**src/rtl/du_pkg.sv**
```systemverilog
// Shared command bytes and controller state encoding for the debug unit.
package du_pkg;

    localparam logic [7:0] CMD_STEP_MODE = 8'h0F;
    localparam logic [7:0] CMD_CONT_MODE = 8'hF0;
    localparam logic [7:0] CMD_STEP      = 8'h0A;
    localparam logic [7:0] CMD_EXIT      = 8'h0B;
    localparam logic [7:0] RSP_ERROR     = 8'hEE;

    typedef enum logic [2:0] {
        IDLE,
        LOAD,
        MODE,
        STEP_WAIT,
        STEP_RUN,
        RUN,
        DUMP,
        ERROR
    } du_state_t;

endpackage

```
**src/rtl/du_tx_serializer.sv**
```systemverilog
// Streams a captured snapshot LSB byte first, one byte per tx_done handshake.
// DU_CHECKSUM_EN appends the XOR of all snapshot bytes as a final byte.
module du_tx_serializer #(
    parameter int N_DUMP_BYTES = 140,
    parameter int NB_SEND      = 8*N_DUMP_BYTES
) (
    input  logic               clk,
    input  logic               rst,
    input  logic               start,
    input  logic [NB_SEND-1:0] snapshot,
    input  logic               tx_done_i,
    output logic [7:0]         tx_data_o,
    output logic               tx_start_o,
    output logic               done
);

`ifdef DU_CHECKSUM_EN
    localparam int N_TX = N_DUMP_BYTES + 1;
`else
    localparam int N_TX = N_DUMP_BYTES;
`endif
    localparam int IW = $clog2(N_TX);

    logic [N_DUMP_BYTES-1:0][7:0] snap;
    logic [IW-1:0]                idx;
    logic                         busy;
    logic                         issue;
    logic                         last;

    assign last       = (idx == IW'(N_TX - 1));
    assign tx_start_o = issue;
    assign done       = busy & ~issue & tx_done_i & last;

`ifdef DU_CHECKSUM_EN
    logic [7:0] csum;

    assign tx_data_o = (idx == IW'(N_DUMP_BYTES)) ? csum : snap[idx];

    // Accumulated as each data byte is launched, so it is complete by the extra slot.
    always_ff @(posedge clk) begin
        if (rst || (start && !busy)) begin
            csum <= 8'h00;
        end else if (issue && (idx != IW'(N_DUMP_BYTES))) begin
            csum <= csum ^ snap[idx];
        end
    end
`else
    assign tx_data_o = snap[idx];
`endif

    // issue is high for exactly the one cycle tx_start_o pulses.
    always_ff @(posedge clk) begin
        if (rst) begin
            snap  <= '0;
            idx   <= '0;
            busy  <= 1'b0;
            issue <= 1'b0;
        end else if (start && !busy) begin
            snap  <= snapshot;
            idx   <= '0;
            busy  <= 1'b1;
            issue <= 1'b1;
        end else if (busy) begin
            if (issue) begin
                issue <= 1'b0;
            end else if (tx_done_i) begin
                if (last) begin
                    busy <= 1'b0;
                end else begin
                    idx   <= idx + 1'b1;
                    issue <= 1'b1;
                end
            end
        end
    end

endmodule

```
**src/rtl/debug_unit_ctrl.sv**
```systemverilog
// UART-driven debug controller: program load, step/continue run, state dump.
// Optional DU_CHECKSUM_EN adds an XOR checksum byte after every dump.
module debug_unit_ctrl
    import du_pkg::*;
#(
    parameter int NB_DATA      = 32,
    parameter int N_BYTES      = NB_DATA/8,
    parameter int MAX_INST     = 64,
    parameter int N_DUMP_BYTES = 140,
    parameter int NB_SEND      = 8*N_DUMP_BYTES
) (
    input  logic               clock_i,
    input  logic               reset_i,
    input  logic [7:0]         rx_data_i,
    input  logic               rx_done_i,
    output logic [7:0]         tx_data_o,
    output logic               tx_start_o,
    input  logic               tx_done_i,
    input  logic               halt_i,
    input  logic [NB_SEND-1:0] data_send_i,
    output logic               enable_pipe_o,
    output logic               en_write_o,
    output logic [NB_DATA-1:0] address_o,
    output logic [NB_DATA-1:0] inst_load_o,
    output logic               enable_read_reg_o,
    output logic               step_mode_o
);

    localparam int NCW = $clog2(MAX_INST + 1);
    localparam int BCW = (N_BYTES > 1) ? $clog2(N_BYTES) : 1;

    du_state_t                 state, next_state;
    logic [NCW-1:0]            inst_cnt;
    logic [NCW-1:0]            word_idx;
    logic [BCW-1:0]            byte_cnt;
    logic [N_BYTES-1:0][7:0]   word_buf;
    logic [N_BYTES-1:0][7:0]   word_nxt;
    logic                      step_mode;
    logic                      err_sent;
    logic                      cnt_ok;
    logic                      last_byte;
    logic                      last_word;
    logic                      dump_start;
    logic                      ser_done;
    logic                      ser_tx_start;
    logic [7:0]                ser_tx_data;

    assign cnt_ok    = (rx_data_i != 8'h00) && (32'(rx_data_i) <= 32'(MAX_INST));
    assign last_byte = (byte_cnt == BCW'(N_BYTES - 1));
    assign last_word = (word_idx == (inst_cnt - NCW'(1)));

    always_comb begin
        word_nxt           = word_buf;
        word_nxt[byte_cnt] = rx_data_i;
    end

    always_ff @(posedge clock_i) begin
        if (reset_i) state <= IDLE;
        else         state <= next_state;
    end

    always_comb begin
        next_state = state;
        dump_start = 1'b0;
        case (state)
            IDLE:      if (rx_done_i) next_state = cnt_ok ? LOAD : ERROR;
            // Leave only after the final write strobe has been seen.
            LOAD:      if (en_write_o && last_word) next_state = MODE;
            MODE: begin
                if (rx_done_i) begin
                    if (rx_data_i == CMD_STEP_MODE)      next_state = STEP_WAIT;
                    else if (rx_data_i == CMD_CONT_MODE) next_state = RUN;
                    else                                 next_state = ERROR;
                end
            end
            STEP_WAIT: begin
                if (rx_done_i && rx_data_i == CMD_STEP)      next_state = STEP_RUN;
                else if (rx_done_i && rx_data_i == CMD_EXIT) next_state = IDLE;
            end
            STEP_RUN: begin
                next_state = DUMP;
                dump_start = 1'b1;
            end
            RUN: begin
                if (halt_i) begin
                    next_state = DUMP;
                    dump_start = 1'b1;
                end
            end
            DUMP:      if (ser_done) next_state = step_mode ? STEP_WAIT : IDLE;
            ERROR:     if (err_sent && tx_done_i) next_state = IDLE;
            default:   next_state = IDLE;
        endcase
    end

    always_ff @(posedge clock_i) begin
        if (reset_i) begin
            inst_cnt    <= '0;
            word_idx    <= '0;
            byte_cnt    <= '0;
            word_buf    <= '0;
            en_write_o  <= 1'b0;
            address_o   <= '0;
            inst_load_o <= '0;
            step_mode   <= 1'b0;
            err_sent    <= 1'b0;
        end else begin
            en_write_o <= 1'b0;
            case (state)
                IDLE: begin
                    if (rx_done_i && cnt_ok) begin
                        inst_cnt <= NCW'(rx_data_i);
                        word_idx <= '0;
                        byte_cnt <= '0;
                    end
                end
                LOAD: begin
                    if (rx_done_i) begin
                        word_buf <= word_nxt;
                        if (last_byte) begin
                            byte_cnt    <= '0;
                            en_write_o  <= 1'b1;
                            inst_load_o <= word_nxt;
                            address_o   <= NB_DATA'(word_idx) << 2;
                        end else begin
                            byte_cnt <= byte_cnt + 1'b1;
                        end
                    end
                    if (en_write_o) word_idx <= word_idx + 1'b1;
                end
                MODE:      if (rx_done_i && rx_data_i == CMD_STEP_MODE) step_mode <= 1'b1;
                STEP_WAIT: if (rx_done_i && rx_data_i == CMD_EXIT) step_mode <= 1'b0;
                ERROR: begin
                    if (!err_sent)      err_sent <= 1'b1;
                    else if (tx_done_i) err_sent <= 1'b0;
                end
                default: ;
            endcase
        end
    end

    du_tx_serializer #(
        .N_DUMP_BYTES (N_DUMP_BYTES),
        .NB_SEND      (NB_SEND)
    ) u_tx_ser (
        .clk        (clock_i),
        .rst        (reset_i),
        .start      (dump_start),
        .snapshot   (data_send_i),
        .tx_done_i  (tx_done_i),
        .tx_data_o  (ser_tx_data),
        .tx_start_o (ser_tx_start),
        .done       (ser_done)
    );

    assign enable_pipe_o     = (state == STEP_RUN) || (state == RUN);
    assign enable_read_reg_o = (state == DUMP);
    assign step_mode_o       = step_mode;
    assign tx_start_o        = ser_tx_start | ((state == ERROR) && !err_sent);
    assign tx_data_o         = (state == ERROR) ? RSP_ERROR : ser_tx_data;

endmodule

```
**config.mk**
```make
export PLATFORM = sky130hd
export DESIGN_NAME = debug_unit_ctrl
export DESIGN_NICKNAME = d
export VERILOG_FILES = /design/src/rtl/du_pkg.sv /design/src/rtl/du_tx_serializer.sv /design/src/rtl/debug_unit_ctrl.sv
export SDC_FILE = /design/constraint.sdc
export NUM_CORES = 2
export LEC_CHECK = 0
export CORE_AREA = 2 2 477 479
export CTS_CLUSTER_SIZE = 12
export DETAILED_ROUTE_END_ITERATION = 6
export DIE_AREA = 0 0 479 481
export SKIP_LAST_GASP = 1
export SYNTH_ARGS = -nofsm -noshare
export SYNTH_HDL_FRONTEND = slang
export SYNTH_HIERARCHICAL = 1
export SYNTH_SLANG_ARGS = --single-unit
```
**constraint.sdc**
```tcl
create_clock -name clock_i -period 4.27 [get_ports clock_i]
set_clock_uncertainty 0.2 [all_clocks]
set_input_delay 1.281 -clock clock_i [delete_from_list [all_inputs] [get_ports clock_i]]
set_output_delay 1.281 -clock clock_i [all_outputs]
set_load 0.1 [all_outputs]
```
# ---- After elaboration in Yosys (flattened, before gate mapping)
# Cells that the tools add are included.
dict set report word_totals {
  regBits 1223
  in_bits 1133
  output_inout_bits 77
  word_cells 269
}
dict set report classes {
  add_sub_neg 4
  order_cmp 4
  eq_ne 26
  muxes 43
  n_bitwise 8
  reduce_logical 28
}
# cell count
set op_table {}
lappend op_table {{$bmux W8 S8} 1}
lappend op_table {{$bwmux W32} 1}
lappend op_table {{$mux W3} 10}
lappend op_table {{$eq A8 B4 Y1 const B} 3}
lappend op_table {{$mux W8} 3}
lappend op_table {{$pmux W3 S8} 1}
lappend op_table {{$ne A2 B2 Y1 const B} 10}
lappend op_table {{$demux W8 S2} 1}
lappend op_table {{$eq A8 B8 Y1 const B} 2}
lappend op_table {{$mux W1} 15}
lappend op_table {{$mux W7} 2}
lappend op_table {{$pmux W7 S2} 1}
lappend op_table {{$eq A3 B3 Y1 const B} 4}
lappend op_table {{$reduce_and A3 Y1} 4}
lappend op_table {{$logic_and A1 B1 Y1} 10}
lappend op_table {{$mux W2} 5}
lappend op_table {{$lt A8 B9 Y1 const B} 1}
lappend op_table {{$add A8 B1 Y8 const B} 1}
lappend op_table {{$le A8 B7 Y1 const B} 1}
lappend op_table {{$reduce_bool A8 Y1} 1}
lappend op_table {{$add A7 B1 Y7 const B} 1}
lappend op_table {{$eq A7 B7 Y1} 1}
lappend op_table {{$reduce_and A7 Y1} 1}
lappend op_table {{$sub A7 B1 Y7 const B} 1}
lappend op_table {{21 further kinds} 32}

# ---- Depth between registers and ports, before layout
dict set report logic_depth {
  word_depth 6
  mapped_depth 13
  ltp_nobuf 8
}

# ---- By module
# The synthesis kept the hierarchy.
# mod instances cells_per_inst area_each_um2 seq_area_each_um2
set by_module_without_submodules {}
lappend by_module_without_submodules {du_tx_serializer 1 5677 47827.1 22621.7}
lappend by_module_without_submodules {debug_unit_ctrl 1 502 4251.6 1701.6}

# ---- Worst setup path after synthesis
# Ideal clock, no wire load.
dict set report synth_path {
  path_type {reg2out}
  start {reg u_tx_ser.idx[0]}
  end {out tx_data_o[5]}
  t_arrival_ns 2.669
  required_time_ns 2.789
  setup_slack_ns 0.120
  stages_incl_launch_ff 11
  path_buffers 4
  path_cell_list {dfxtp_1 > buf_6 > buf_12 > buf_12 > buf_12 > mux2i_1 > mux2_2 > a2111oi_0 > nor4b_1 > o31ai_1 > nand2b_1}
}
dict set report synth_via {
  elab_chain_cells 3
}
# item line
set synth_rtl {}
lappend synth_rtl {{start: declaration} du_tx_serializer.sv:25} ;# logic [IW-1:0] idx;
lappend synth_rtl {{start signal: assignment} du_tx_serializer.sv:70} ;# idx <= idx + 1'b1;
lappend synth_rtl {{$bmux W8 S8} du_tx_serializer.sv:48} ;# assign tx_data_o = snap[idx];
lappend synth_rtl {{$mux W8 (implied by the code)} du_tx_serializer.sv:48}
lappend synth_rtl {{net ser_tx_data[5]} debug_unit_ctrl.sv:46} ;# logic [7:0] ser_tx_data;
lappend synth_rtl {{$mux W8} debug_unit_ctrl.sv:160} ;# assign tx_data_o = (state == ERROR) ? RSP_ERROR : ser_tx_data;
lappend synth_rtl {{end: declaration} debug_unit_ctrl.sv:16} ;# output logic [7:0] tx_data_o,
# The timed path passes the listed nets, and every way through them passes these cells. The select of a mux whose other input is x is not followed.

# ---- Worst setup path in the final report
dict set report layout_path {
  start {reg u_tx_ser.idx[0]}
  end {out tx_data_o[7]}
}
# The elaborated chain is that of the path after synthesis.

==> summary.md <==
| Metric | Value |
|---|---|
| Status | finished with violations |
| Violated checks | DRC, setup timing |
| Remaining antenna violation count after routing | 0 |
| Clk_lat worst skew | 0.78 ns |
| Total GRT Usage | 22.5% |
| DP HPWL | 216 mm |
| Vias | 50,600 |
| Fin crit share | 125% |
| Initial antenna violation count | 99 |
| Slowest cell on the critical path | o211ai_1 |
| P&R area growth vs syn | 42.2% |
| CP startpoint kind | flop |
| Grt ovf | 0 |
| Row Count | 175 |
| Syn avg cell area | 8.43 sq um |
| Max-slew violations | 0 |
| Worst VDD drop | 0.000301 V |
| CP max FO | 12 |
| Async S/R FF share, synth | 0% |
| First-pass GRT wire length | 368 mm |
| Number of CTS-inserted buffers | 143 |
| Die width | 479 microns |
| Syn. warnings | 6 |
| Main area contributors after synthesis | dfxtp_1 47%, nand2_1 17%, a21oi_1 11%, mux4_2 11%, mux2i_1 3.1% |
| Per-cell routed wire length | 25.7 microns |
| Hold Buf Count CTS | 0 |
| Final hold viol count | 0 |
| Number of global-route vias before repair | 49,400 |
| Worst setup EP type | output pin |
| LEAKAGE | 25.4 nW |
| Bufs on Longest Clock Path | 3 |
| Minimum clock period after layout | 5.36 ns |
| Clock sink total | 1,215 |
| Share of layout cells above drive strength 1 | 12.6% |
| Top delay family on crit path | compound AO/OA/AOI/OAI gates |
| Drt total wl | 270 mm |
| Root Buffer | clkbuf_16 |
| Post-synth EDFFs | 0 |
| Starting DRC count in detailed routing | 4,715 |
| CP Buf/Inv Count | 4 |
| Total of max-cap violations | 0 |
| Layout Cells excl Fill | 10,500 |
| Worst hold path class | flop to flop |
| Worst setup margin | -1.09 ns |
| Initial core utilization | 23.1% |
| Nets | 8,494 |
| Most used flip-flop cell after synthesis | dfxtp_1 |
| CP arrival | 3.87 ns |
| Final Util | 32.8% |
| Slew margin rel. | 31.9% |
| Post-route cell area | 74,100 sq um |
| DRT Pass-1 Iters | 7 |
| Slew @ Worst Pin | 1.02 ns |
| Critical Path RT | 2.79 ns |
| RSZ-0062 raised after global routing | yes |
| Yosys top cell area share | 46.7% |
| Most instantiated cells after synthesis | 2,350 x nand2_1, 1,215 x dfxtp_1, 1,195 x a21oi_1 |
| Post-synthesis sequential area ratio | 46.7% |
| Placed Cells | 10,200 |
| Total power | 39.0 mW |
| PD cells | 527 nW/um^2 |
| CP dominant cell by count | buf_12 |
| TritonCTS clock tree | built |
| Drt drc | 1 |
| Top-count cell post-synth | nand2_1 |
| Largest area contributor in the netlist | dfxtp_1 |
| DIE AREA | 230,000 sq um |
| Max frequency | 0.187 GHz |
| Critical path, cell by cell | buf_12, buf_12, buf_4, mux4_2, o211ai_1, nand4_1, a21oi_2, a22oi_1, nand2b_2, buf_12 |
| Post-Synthesis Cells | 6,179 |
| Setup Viol. Count Final | 8 |
| PortBufs | 1,184 |
| Synth Register Bits | 1,215 |
| Largest net degree at the start of global routing | 163 |
| Gpl congestion | 0.957 |
| Die H | 481 microns |
| Distinct cells, synth | 82 |
| CORE AREA | 226,000 sq um |
| Area post-placement | 68,700 sq um |
| Setup WS pre-CTS | -1.26 ns |
| Mapped Area | 52,100 sq um |
| Max incr delay on CP | 0.66 ns |
| Clk slew on worst S/H paths | 0.06 ns |
| Crit Path Class | flop to output pin |
| Avg Vias per Cell | 4.82 |
| H-tree level count | 4 |
| Ports | 1,210 |
-- stage by stage --
stage / TNS, ns / hold WS (ns)
floorplan: 0 / 0.232
global placement: -5.15 / 0.239
detailed placement: -5.14 / 0.243
CTS: -8.86 / 0.251
global route: -9.14 / 0.269
finish: -7.93 / 0.249
-- where the power goes --
group          total [mW]  internal (mW)  switching (mW)  leakage (nW)
Clock                12.3           7.15            5.17          2.27
Combinational        11.7           4.61            7.11          13.3
Sequential           15.0           13.5            1.53          9.87
-- final cells by class --
cell class                      count  area (sq um)
Multi-Input combinational cell   4430         25500
Antenna cell                       31          77.6
Sequential cell                  1215         24300
Fill cell                       23500        152000
Tap cell                         3009          3760
Clock buffer                      204          4150
Clock inverter                     42           497
Timing Repair Buffer             1553         15700
Inverter                           11          46.3
-- placed cells by master, fill, tap and decap left out, types with 6 or more instances in the layout --
cell type | synthesis | routed
dfxtp_1 | 1215 | 1208
clkdlybuf4s50_1 | 0 | 1145
nand3_1 | 57 | 56
o22ai_1 | 28 | 27
nand2b_1 | 16 | 11
nor3_1 | 16 | 15
diode_2 | 0 | 31
clkbuf_16 | 0 | 146
mux4_2 | 243 | 244
a31oi_1 | 12 | 11
mux4_1 | 13 | 12
a22oi_1 | 23 | 20
buf_4 | 55 | 306
xor2_1 | 9 | 9
mux2i_1 | 159 | 152
nor2b_1 | 12 | 10
a211oi_1 | 31 | 29
o211ai_1 | 16 | 16
inv_1 | 9 | 8
inv_6 | 0 | 10
clkbuf_8 | 7 | 28
buf_12 | 4 | 82
nor2_1 | 79 | 78
o21ai_0 | 15 | 13
xnor2_1 | 8 | 8
and2_1 | 12 | 11
ha_1 | 7 | 7
buf_6 | 18 | 13
and3_1 | 10 | 9
bufinv_16 | 0 | 6
clkinv_2 | 0 | 11
conb_1 | 1 | 25
clkbuf_1 | 412 | 30
nand2_1 | 2350 | 2350
a21oi_1 | 1195 | 1192
nand4_1 | 9 | 9
-- worst paths after layout --
check                                                     start                               to  slack, ns  depth (start not counted)
worst max-delay path               u_tx_ser/idx[0]$_SDFFE_PP0P_                     tx_data_o[7]      -1.09                         10
worst min-delay path            u_tx_ser/snap[271]$_SDFFE_PP0P_  u_tx_ser/snap[271]$_SDFFE_PP0P_       0.25                          2
worst max register to register     u_tx_ser/idx[1]$_SDFFE_PP0P_     u_tx_ser/idx[1]$_SDFFE_PP0P_       0.94                          9
worst min register to register  u_tx_ser/snap[271]$_SDFFE_PP0P_  u_tx_ser/snap[271]$_SDFFE_PP0P_       0.25                          2
-- metal layers --
| metal | part of all wire, % | GRT usage, % | up-vias | wire length, microns |
|---|---|---|---|---|
| met4 | 3.8 | 8.52 | 46 | 10200 |
| met2 | 48 | 37.6 | 2308 | 129000 |
| met1 | 40 | 27.6 | 24500 | 109000 |
| met5 | 0.10 | 0 | - | 273 |
| met3 | 8.2 | 5.73 | 468 | 22200 |
| li1 | - | - | 23300 | - |
-- cell families after synthesis --
| family | Yosys count | share of synthesized area [%] |
|---|---|---|
| and+or+nand+nor | 2595 | 19.5 |
| AOI/OAI and AO/OA | 1366 | 13.9 |
| DFF | 1215 | 46.7 |
| buffers and inverters | 558 | 5.08 |
| muxes | 419 | 14.3 |
| xor gates and xnor gates | 18 | 0.329 |
| adders and majority gates | 7 | 0.168 |
| other | 1 | 0.00720 |
-- timing repair --
action | in CTS | in global routing
gates cloned | 2 | 0
setup endpoints to repair | 8 | 8
resized for setup | 53 | 19
buffers inserted | 22 | 1
pin swaps | 10 | 6
-- tightest hold or removal path: stages (launching register included) --
cell	delay [ns]
dfxtp_1	0.30
nand2_1	0.05
a21oi_1	0.05
-- registers in the layout, indices dropped and copies added, names as in the netlist --
register,flops
address_o,7
byte_cnt,2
en_write_o,1
err_sent,1
inst_cnt,7
inst_load_o,32
state,3
step_mode_o,1
u_tx_ser/busy,1
u_tx_ser/idx,8
u_tx_ser/snap,1120
u_tx_ser/tx_start_o,1
word_buf,24
word_idx,7
Power figures use the tool's default switching activity.
